==> src/rtl/projectile_fire_controller_if.sv <==
// Fire-control bundle between the archer datapath/game logic and the projectile
// fire controller. The controller takes the slave side.
interface projectile_fire_controller_if #(
  parameter int PROJECTILE_COUNT = 4,
  parameter int MAG_SIZE         = 8
);
  logic                                frame_tick;
  logic [1:0]                          game_active;
  logic                                alive;
  logic                                mouse_clicked;
  logic [PROJECTILE_COUNT-1:0]         slot_free;
  logic                                fire_ack;
  logic                                fire_req;
  logic [$clog2(PROJECTILE_COUNT)-1:0] fire_slot;
  logic [$clog2(MAG_SIZE+1)-1:0]       ammo;
  logic                                reloading;
  logic                                fire_fail;

  modport slave (
    input  frame_tick, game_active, alive, mouse_clicked, slot_free, fire_ack,
    output fire_req, fire_slot, ammo, reloading, fire_fail
  );

  modport master (
    output frame_tick, game_active, alive, mouse_clicked, slot_free, fire_ack,
    input  fire_req, fire_slot, ammo, reloading, fire_fail
  );
endinterface

==> src/rtl/projectile_fire_controller.sv <==
// Fire controller: issues slot launch requests, tracks the magazine, and
// enforces the per-shot cooldown and reload delay (both counted in frame ticks).
module projectile_fire_controller #(
  parameter int PROJECTILE_COUNT = 4,
  parameter int MAG_SIZE         = 8,
  parameter int FIRE_COOLDOWN    = 25,
  parameter int RELOAD_FRAMES    = 90,
  parameter int ACK_TIMEOUT      = 16
) (
  input  logic clk,
  input  logic rst,
  projectile_fire_controller_if.slave bus
);
  localparam int SW  = $clog2(PROJECTILE_COUNT);
  localparam int AW  = $clog2(MAG_SIZE + 1);
  localparam int CCW = $clog2(FIRE_COOLDOWN + 1);
  localparam int RCW = $clog2(RELOAD_FRAMES + 1);
  localparam int TW  = $clog2(ACK_TIMEOUT + 1);

  localparam logic [AW-1:0]  AMMO_FULL   = AW'(MAG_SIZE);
  localparam logic [CCW-1:0] COOL_LOAD   = CCW'(FIRE_COOLDOWN);
  localparam logic [RCW-1:0] RELOAD_LOAD = RCW'(RELOAD_FRAMES);
  localparam logic [TW-1:0]  ACK_LAST    = TW'(ACK_TIMEOUT - 1);

  typedef enum logic [1:0] {S_IDLE, S_REQ, S_COOLDOWN, S_RELOAD} state_t;

  state_t         r_state,      w_state_nxt;
  logic [SW-1:0]  r_slot,       w_slot_nxt;
  logic [AW-1:0]  r_ammo,       w_ammo_nxt;
  logic [CCW-1:0] r_cool_cnt,   w_cool_nxt;
  logic [RCW-1:0] r_reload_cnt, w_reload_nxt;
  logic [TW-1:0]  r_ack_cnt,    w_ack_nxt;
  logic           r_fail,       w_fail_nxt;

  logic           w_enabled;
  logic [SW-1:0]  w_low_slot;

  assign w_enabled = (bus.game_active == 2'd1) && bus.alive;

  // Lowest-index free slot wins; scanning high-to-low lets the last hit stick.
  always_comb begin
    w_low_slot = '0;
    for (int i = PROJECTILE_COUNT - 1; i >= 0; i--) begin
      if (bus.slot_free[i]) w_low_slot = SW'(i);
    end
  end

  always_ff @(posedge clk or posedge rst) begin
    if (rst) begin
      r_state      <= S_IDLE;
      r_slot       <= '0;
      r_ammo       <= AMMO_FULL;
      r_cool_cnt   <= '0;
      r_reload_cnt <= '0;
      r_ack_cnt    <= '0;
      r_fail       <= 1'b0;
    end else begin
      r_state      <= w_state_nxt;
      r_slot       <= w_slot_nxt;
      r_ammo       <= w_ammo_nxt;
      r_cool_cnt   <= w_cool_nxt;
      r_reload_cnt <= w_reload_nxt;
      r_ack_cnt    <= w_ack_nxt;
      r_fail       <= w_fail_nxt;
    end
  end

  always_comb begin
    w_state_nxt  = r_state;
    w_slot_nxt   = r_slot;
    w_ammo_nxt   = r_ammo;
    w_cool_nxt   = r_cool_cnt;
    w_reload_nxt = r_reload_cnt;
    w_ack_nxt    = r_ack_cnt;
    w_fail_nxt   = 1'b0;

    // Losing "enabled" overrides everything, including an ack in the same cycle.
    if (!w_enabled) begin
      w_state_nxt  = S_IDLE;
      w_ammo_nxt   = AMMO_FULL;
      w_cool_nxt   = '0;
      w_reload_nxt = '0;
      w_ack_nxt    = '0;
    end else begin
      unique case (r_state)
        S_IDLE: begin
          if (bus.mouse_clicked && (r_ammo != '0) && (|bus.slot_free)) begin
            w_state_nxt = S_REQ;
            w_slot_nxt  = w_low_slot;
            w_ack_nxt   = '0;
          end
        end
        S_REQ: begin
          if (bus.fire_ack) begin
            w_state_nxt = S_COOLDOWN;
            w_ammo_nxt  = (r_ammo != '0) ? r_ammo - AW'(1) : '0;
            w_cool_nxt  = COOL_LOAD;
            w_ack_nxt   = '0;
          end else if (r_ack_cnt >= ACK_LAST) begin
            w_state_nxt = S_IDLE;
            w_fail_nxt  = 1'b1;
            w_ack_nxt   = '0;
          end else begin
            w_ack_nxt = r_ack_cnt + TW'(1);
          end
        end
        S_COOLDOWN: begin
          if (bus.frame_tick && (r_cool_cnt != '0)) w_cool_nxt = r_cool_cnt - CCW'(1);
          if ((r_cool_cnt == '0) || (bus.frame_tick && (r_cool_cnt == CCW'(1)))) begin
            if (r_ammo == '0) begin
              w_state_nxt  = S_RELOAD;
              w_reload_nxt = RELOAD_LOAD;
            end else begin
              w_state_nxt = S_IDLE;
            end
          end
        end
        S_RELOAD: begin
          if (bus.frame_tick && (r_reload_cnt != '0)) w_reload_nxt = r_reload_cnt - RCW'(1);
          if ((r_reload_cnt == '0) || (bus.frame_tick && (r_reload_cnt == RCW'(1)))) begin
            w_state_nxt = S_IDLE;
            w_ammo_nxt  = AMMO_FULL;
          end
        end
        default: w_state_nxt = S_IDLE;
      endcase
    end
  end

  // Request and reload flags decode straight from the state so reset drops them at once.
  assign bus.fire_req  = (r_state == S_REQ);
  assign bus.reloading = (r_state == S_RELOAD);
  assign bus.fire_slot = r_slot;
  assign bus.ammo      = r_ammo;
  assign bus.fire_fail = r_fail;
endmodule

==> src/flat_wrapper.sv <==
// flat-port wrapper written by rule: the top's interface ports become plain ports
module projectile_fire_controller_flat 
#(
  parameter int PROJECTILE_COUNT = 4,
  parameter int MAG_SIZE         = 8,
  parameter int FIRE_COOLDOWN    = 25,
  parameter int RELOAD_FRAMES    = 90,
  parameter int ACK_TIMEOUT      = 16
)
  (clk, rst, bus_frame_tick, bus_game_active, bus_alive, bus_mouse_clicked, bus_slot_free, bus_fire_ack, bus_fire_req, bus_fire_slot, bus_ammo, bus_reloading, bus_fire_fail);
  projectile_fire_controller_if #(.PROJECTILE_COUNT(PROJECTILE_COUNT), .MAG_SIZE(MAG_SIZE)) bus_i ();
  input  logic clk;
  input  logic rst;
  input wire logic [$bits(bus_i.frame_tick)-1:0] bus_frame_tick;
  input wire logic [$bits(bus_i.game_active)-1:0] bus_game_active;
  input wire logic [$bits(bus_i.alive)-1:0] bus_alive;
  input wire logic [$bits(bus_i.mouse_clicked)-1:0] bus_mouse_clicked;
  input wire logic [$bits(bus_i.slot_free)-1:0] bus_slot_free;
  input wire logic [$bits(bus_i.fire_ack)-1:0] bus_fire_ack;
  output wire logic [$bits(bus_i.fire_req)-1:0] bus_fire_req;
  output wire logic [$bits(bus_i.fire_slot)-1:0] bus_fire_slot;
  output wire logic [$bits(bus_i.ammo)-1:0] bus_ammo;
  output wire logic [$bits(bus_i.reloading)-1:0] bus_reloading;
  output wire logic [$bits(bus_i.fire_fail)-1:0] bus_fire_fail;
  assign bus_i.frame_tick = bus_frame_tick;
  assign bus_i.game_active = bus_game_active;
  assign bus_i.alive = bus_alive;
  assign bus_i.mouse_clicked = bus_mouse_clicked;
  assign bus_i.slot_free = bus_slot_free;
  assign bus_i.fire_ack = bus_fire_ack;
  assign bus_fire_req = bus_i.fire_req;
  assign bus_fire_slot = bus_i.fire_slot;
  assign bus_ammo = bus_i.ammo;
  assign bus_reloading = bus_i.reloading;
  assign bus_fire_fail = bus_i.fire_fail;
  projectile_fire_controller #(.PROJECTILE_COUNT(PROJECTILE_COUNT), .MAG_SIZE(MAG_SIZE), .FIRE_COOLDOWN(FIRE_COOLDOWN), .RELOAD_FRAMES(RELOAD_FRAMES), .ACK_TIMEOUT(ACK_TIMEOUT)) u_core (.clk(clk), .rst(rst), .bus(bus_i));
endmodule
==> config.mk <==
export PLATFORM = sky130hd
export DESIGN_NAME = projectile_fire_controller_flat
export DESIGN_NICKNAME = d
export VERILOG_FILES = /design/src/rtl/projectile_fire_controller_if.sv /design/src/rtl/projectile_fire_controller.sv /design/src/flat_wrapper.sv
export SDC_FILE = /design/constraint.sdc
export NUM_CORES = 1
export LEC_CHECK = 0
export ABC_AREA = 0
export CAP_MARGIN = 20
export CORE_AREA = 2 2 61 57
export CTS_CLUSTER_DIAMETER = 200
export DETAILED_ROUTE_END_ITERATION = 8
export DIE_AREA = 0 0 63 59
export PLACE_DENSITY = 0.77
export SLEW_MARGIN = 20
export SYNTH_ARGS = -nofsm -noshare
export SYNTH_HDL_FRONTEND = slang
export SYNTH_SLANG_ARGS = --single-unit
==> constraint.sdc <==
create_clock -name clk -period 2.62 [get_ports clk]
set_input_delay 0.262 -clock clk [delete_from_list [all_inputs] [get_ports clk]]
set_output_delay 0.262 -clock clk [all_outputs]
set_load 0.01 [all_outputs]
==> results.sh <==
export IMPL_fp_coreArea_sq_mm=0.00302
export IMPL_dr_first_iter_drc_count=88
export IMPL_rsz0062_at_grt="false"
export IMPL_cts_hold_buf=0
export IMPL_worstSetupPathType="reg -> out"
export IMPL_post_place_ws_ns=0.320
export IMPL_synth_area_sq_mm=0.00164
export IMPL_via_count=1479
export IMPL_crit_path_max_fanout=15
export IMPL_syn_avg_cell_area_sq_um=9.19
export IMPL_start_util=0.542
export IMPL_cp_slowest_stage_delay_ns=0.63
export IMPL_via_per_inst=6.14
export IMPL_powerDensity_mw_per_mm2=388
export IMPL_worstPathArrival_ns=1.98
export IMPL_tns_ns=0
export IMPL_cp_cell_sequence="nand2_1 -> inv_1 -> clkdlybuf4s50_1"
export IMPL_routed_wl_mm=3.75
export IMPL_gp_congestion=0.859
export IMPL_antenna_left=0
export IMPL_die_area_sq_mm=0.00372
export IMPL_grt_pass1_wl_mm=6.34
export IMPL_yosysSeqAreaShare=0.398
export IMPL_fp_dieH_microns=59
export IMPL_syn_inst=178
export IMPL_critPathLaunchType="register"
export IMPL_numCtsBuffers=3
export IMPL_overflow=0
export IMPL_htree_levels=1
export IMPL_path_clk_slew_ns=0.14
export IMPL_grt_util_all_layers=0.215
export IMPL_async_flop_share=1.00
export IMPL_finClkSkew_ns=0.00870
export IMPL_clockRootBuffer="clkbuf_4"
export IMPL_yosys_warnings=0
export IMPL_numPortBuffers=20
export IMPL_slew_headroom=0.659
export IMPL_min_period_over_period=0.856
export IMPL_fp_dieW_microns=63
export IMPL_drcViolationCount=0
export IMPL_top_usage_layer="met2"
export IMPL_post_cts_buffers=0
export IMPL_crit_buf_inv=2
export IMPL_cp_end_kind="output pin"
export IMPL_cts_sinks=26
export IMPL_synth_cell_types=49
export IMPL_hpwlAfterDp_mm=2.82
export IMPL_fin_ws_ns=0.377
export IMPL_grt_pass1_vias=1462
export IMPL_grt_met2_usage=0.371
export IMPL_worstReg2RegStart="u_core.bus.ammo[0]"
export IMPL_drtPass1Iterations=4
export IMPL_finalMaxSlewViolations=0
export IMPL_clock_latency_ns=0.33
export IMPL_slowest_stage="dfrtp_1"
export IMPL_diodes=0
export IMPL_leakage_nw=0.835
export IMPL_clock_tree_buffer_depth=2
export IMPL_syn_nets=198
export IMPL_status="finished clean"
export IMPL_maxCapViolations=0
export IMPL_cp_required_ns=2.36
export IMPL_setup_viol=0
export IMPL_met1_usage=0.275
export IMPL_worst_pin_slew_ns=0.507
export IMPL_ys_ff_latch=26
export IMPL_final_layout_size_suffix_gt1_frac=0.0955
export IMPL_ys_flop_type="dfrtp_1"
export IMPL_path_delay_family="buffers and inverters"
export IMPL_hold_class="in -> async"
export IMPL_wire_per_inst_microns=15.6
export IMPL_critPathLaunch="u_core.r_state[1]"
export IMPL_io_pins=21
export IMPL_nets=220
export IMPL_area_growth_syn_to_layout_pct=17.6
export IMPL_max_clock_freq_mhz=446
export IMPL_grt_max_degree=27
export IMPL_synth_edf_count=0
export IMPL_rows=19
export IMPL_fin_crit_ns=2.24
export IMPL_antenna_found_initial=0
export IMPL_grtUsageMet3=0.0456
export IMPL_hold_viol_final=0
export IMPL_post_cts_resized=0
export IMPL_cts_tree="built"
export IMPL_ir_drop_uv=273
==> synthesized netlist by cell type, types with 5 or more instances <==
cell type  instances  area, sq um
a21oi_1            9         45.0
clkbuf_1           5         18.8
dfrtp_1           25          626
ha_1               8          100
inv_1             12         45.0
nand2_1            8         30.0
nand2b_1           5         31.3
nand3_1            9         45.0
nand4_1            5         31.3
nor2_1            14         52.6
nor3_1             9         45.0
o21ai_0            7         35.0
==> logic make-up after synthesis <==
family	count (synthesis)	share of synthesized area
AO/OA/AOI/OAI	43	0.181
adder cells (fa/ha/maj)	8	0.0612
buffers and inverters	18	0.0420
flip-flops	26	0.398
multiplexers	5	0.0336
AND/OR/NAND/NOR	78	0.284
==> path summary, 6_finish.rpt <==
path                       slack (ns)                 endpoint  cells past startpoint
setup / recovery                 0.38            bus_reloading                      3
hold / removal                   0.27  u_core.bus.fire_slot[0]                      3
setup reg to reg                 0.40      u_core.r_ack_cnt[3]                      6
hold reg to reg                  0.52       u_core.bus.ammo[3]                      1
max in group asynchronous        2.06       u_core.bus.ammo[3]                      3
min in group clk                 0.52       u_core.bus.ammo[3]                      1
==> layout make-up <==
| class | count | area, sq um |
|---|---|---|
| inverters | 12 | 45.0 |
| fillers | 270 | 1090 |
| multi-input cells | 134 | 916 |
| flip-flops and latches | 26 | 652 |
| well taps | 42 | 52.6 |
| repair buffers | 23 | 223 |
| clock buffers | 4 | 36.3 |
==> where the power goes <==
group	internal, W	total, W	switching, W	leakage, nW
sequential	0.000414	0.000425	0.0000111	0.356
clock	0.0000851	0.000205	0.000120	0.0210
combinational	0.0000610	0.000117	0.0000559	0.459
==> layout by cell type (no fill, tap or decap), types with 3 or more instances in the layout <==
cell,n
nor3_1,9
buf_4,3
nand2b_1,5
a21oi_1,9
ha_1,8
nor2_1,14
nand3_1,9
o21ai_0,7
nor3b_1,4
a311oi_1,3
and3_1,4
nor2b_1,4
clkdlybuf4s50_1,20
clkbuf_4,3
dfrtp_1,25
mux2_2,4
inv_1,12
nand2_1,8
o22ai_1,4
nand4_1,5
==> worst min-delay path, delay by kind of cell <==
family / cells / cell delay, ns
buffers and inverters: 3 / 0.76
==> flip-flops by register name, indices dropped and copies added, names as in the netlist <==
| signal | cells |
|---|---|
| u_core.r_ack_cnt | 5 |
| u_core.r_cool_cnt | 5 |
| u_core.r_state | 2 |
| u_core.r_reload_cnt | 7 |
| u_core.bus.fire_slot | 2 |
| u_core.bus.ammo | 4 |
| u_core.bus.fire_fail | 1 |
==> stage by stage <==
stage	area, sq um	hold WS, ns	power (W)	std cells	utilization
final	1920	0.271	0.000747	241	0.637
after global routing	1920	0.318	0.000779	241	0.637
after CTS	1920	0.280	0.000754	241	0.637
after detailed placement	1890	0.503	0.000550	237	0.625
after global placement	1890	0.494	0.000545	237	0.625
after floorplan	1640	0.301	0.000491	178	-
==> routing by layer <==
metal,wire (microns),up-vias
li1,-,709
met1,1670,723
met2,1870,41
met3,168,6
met4,42,0
met5,0,-
Power figures use the tool's default switching activity.
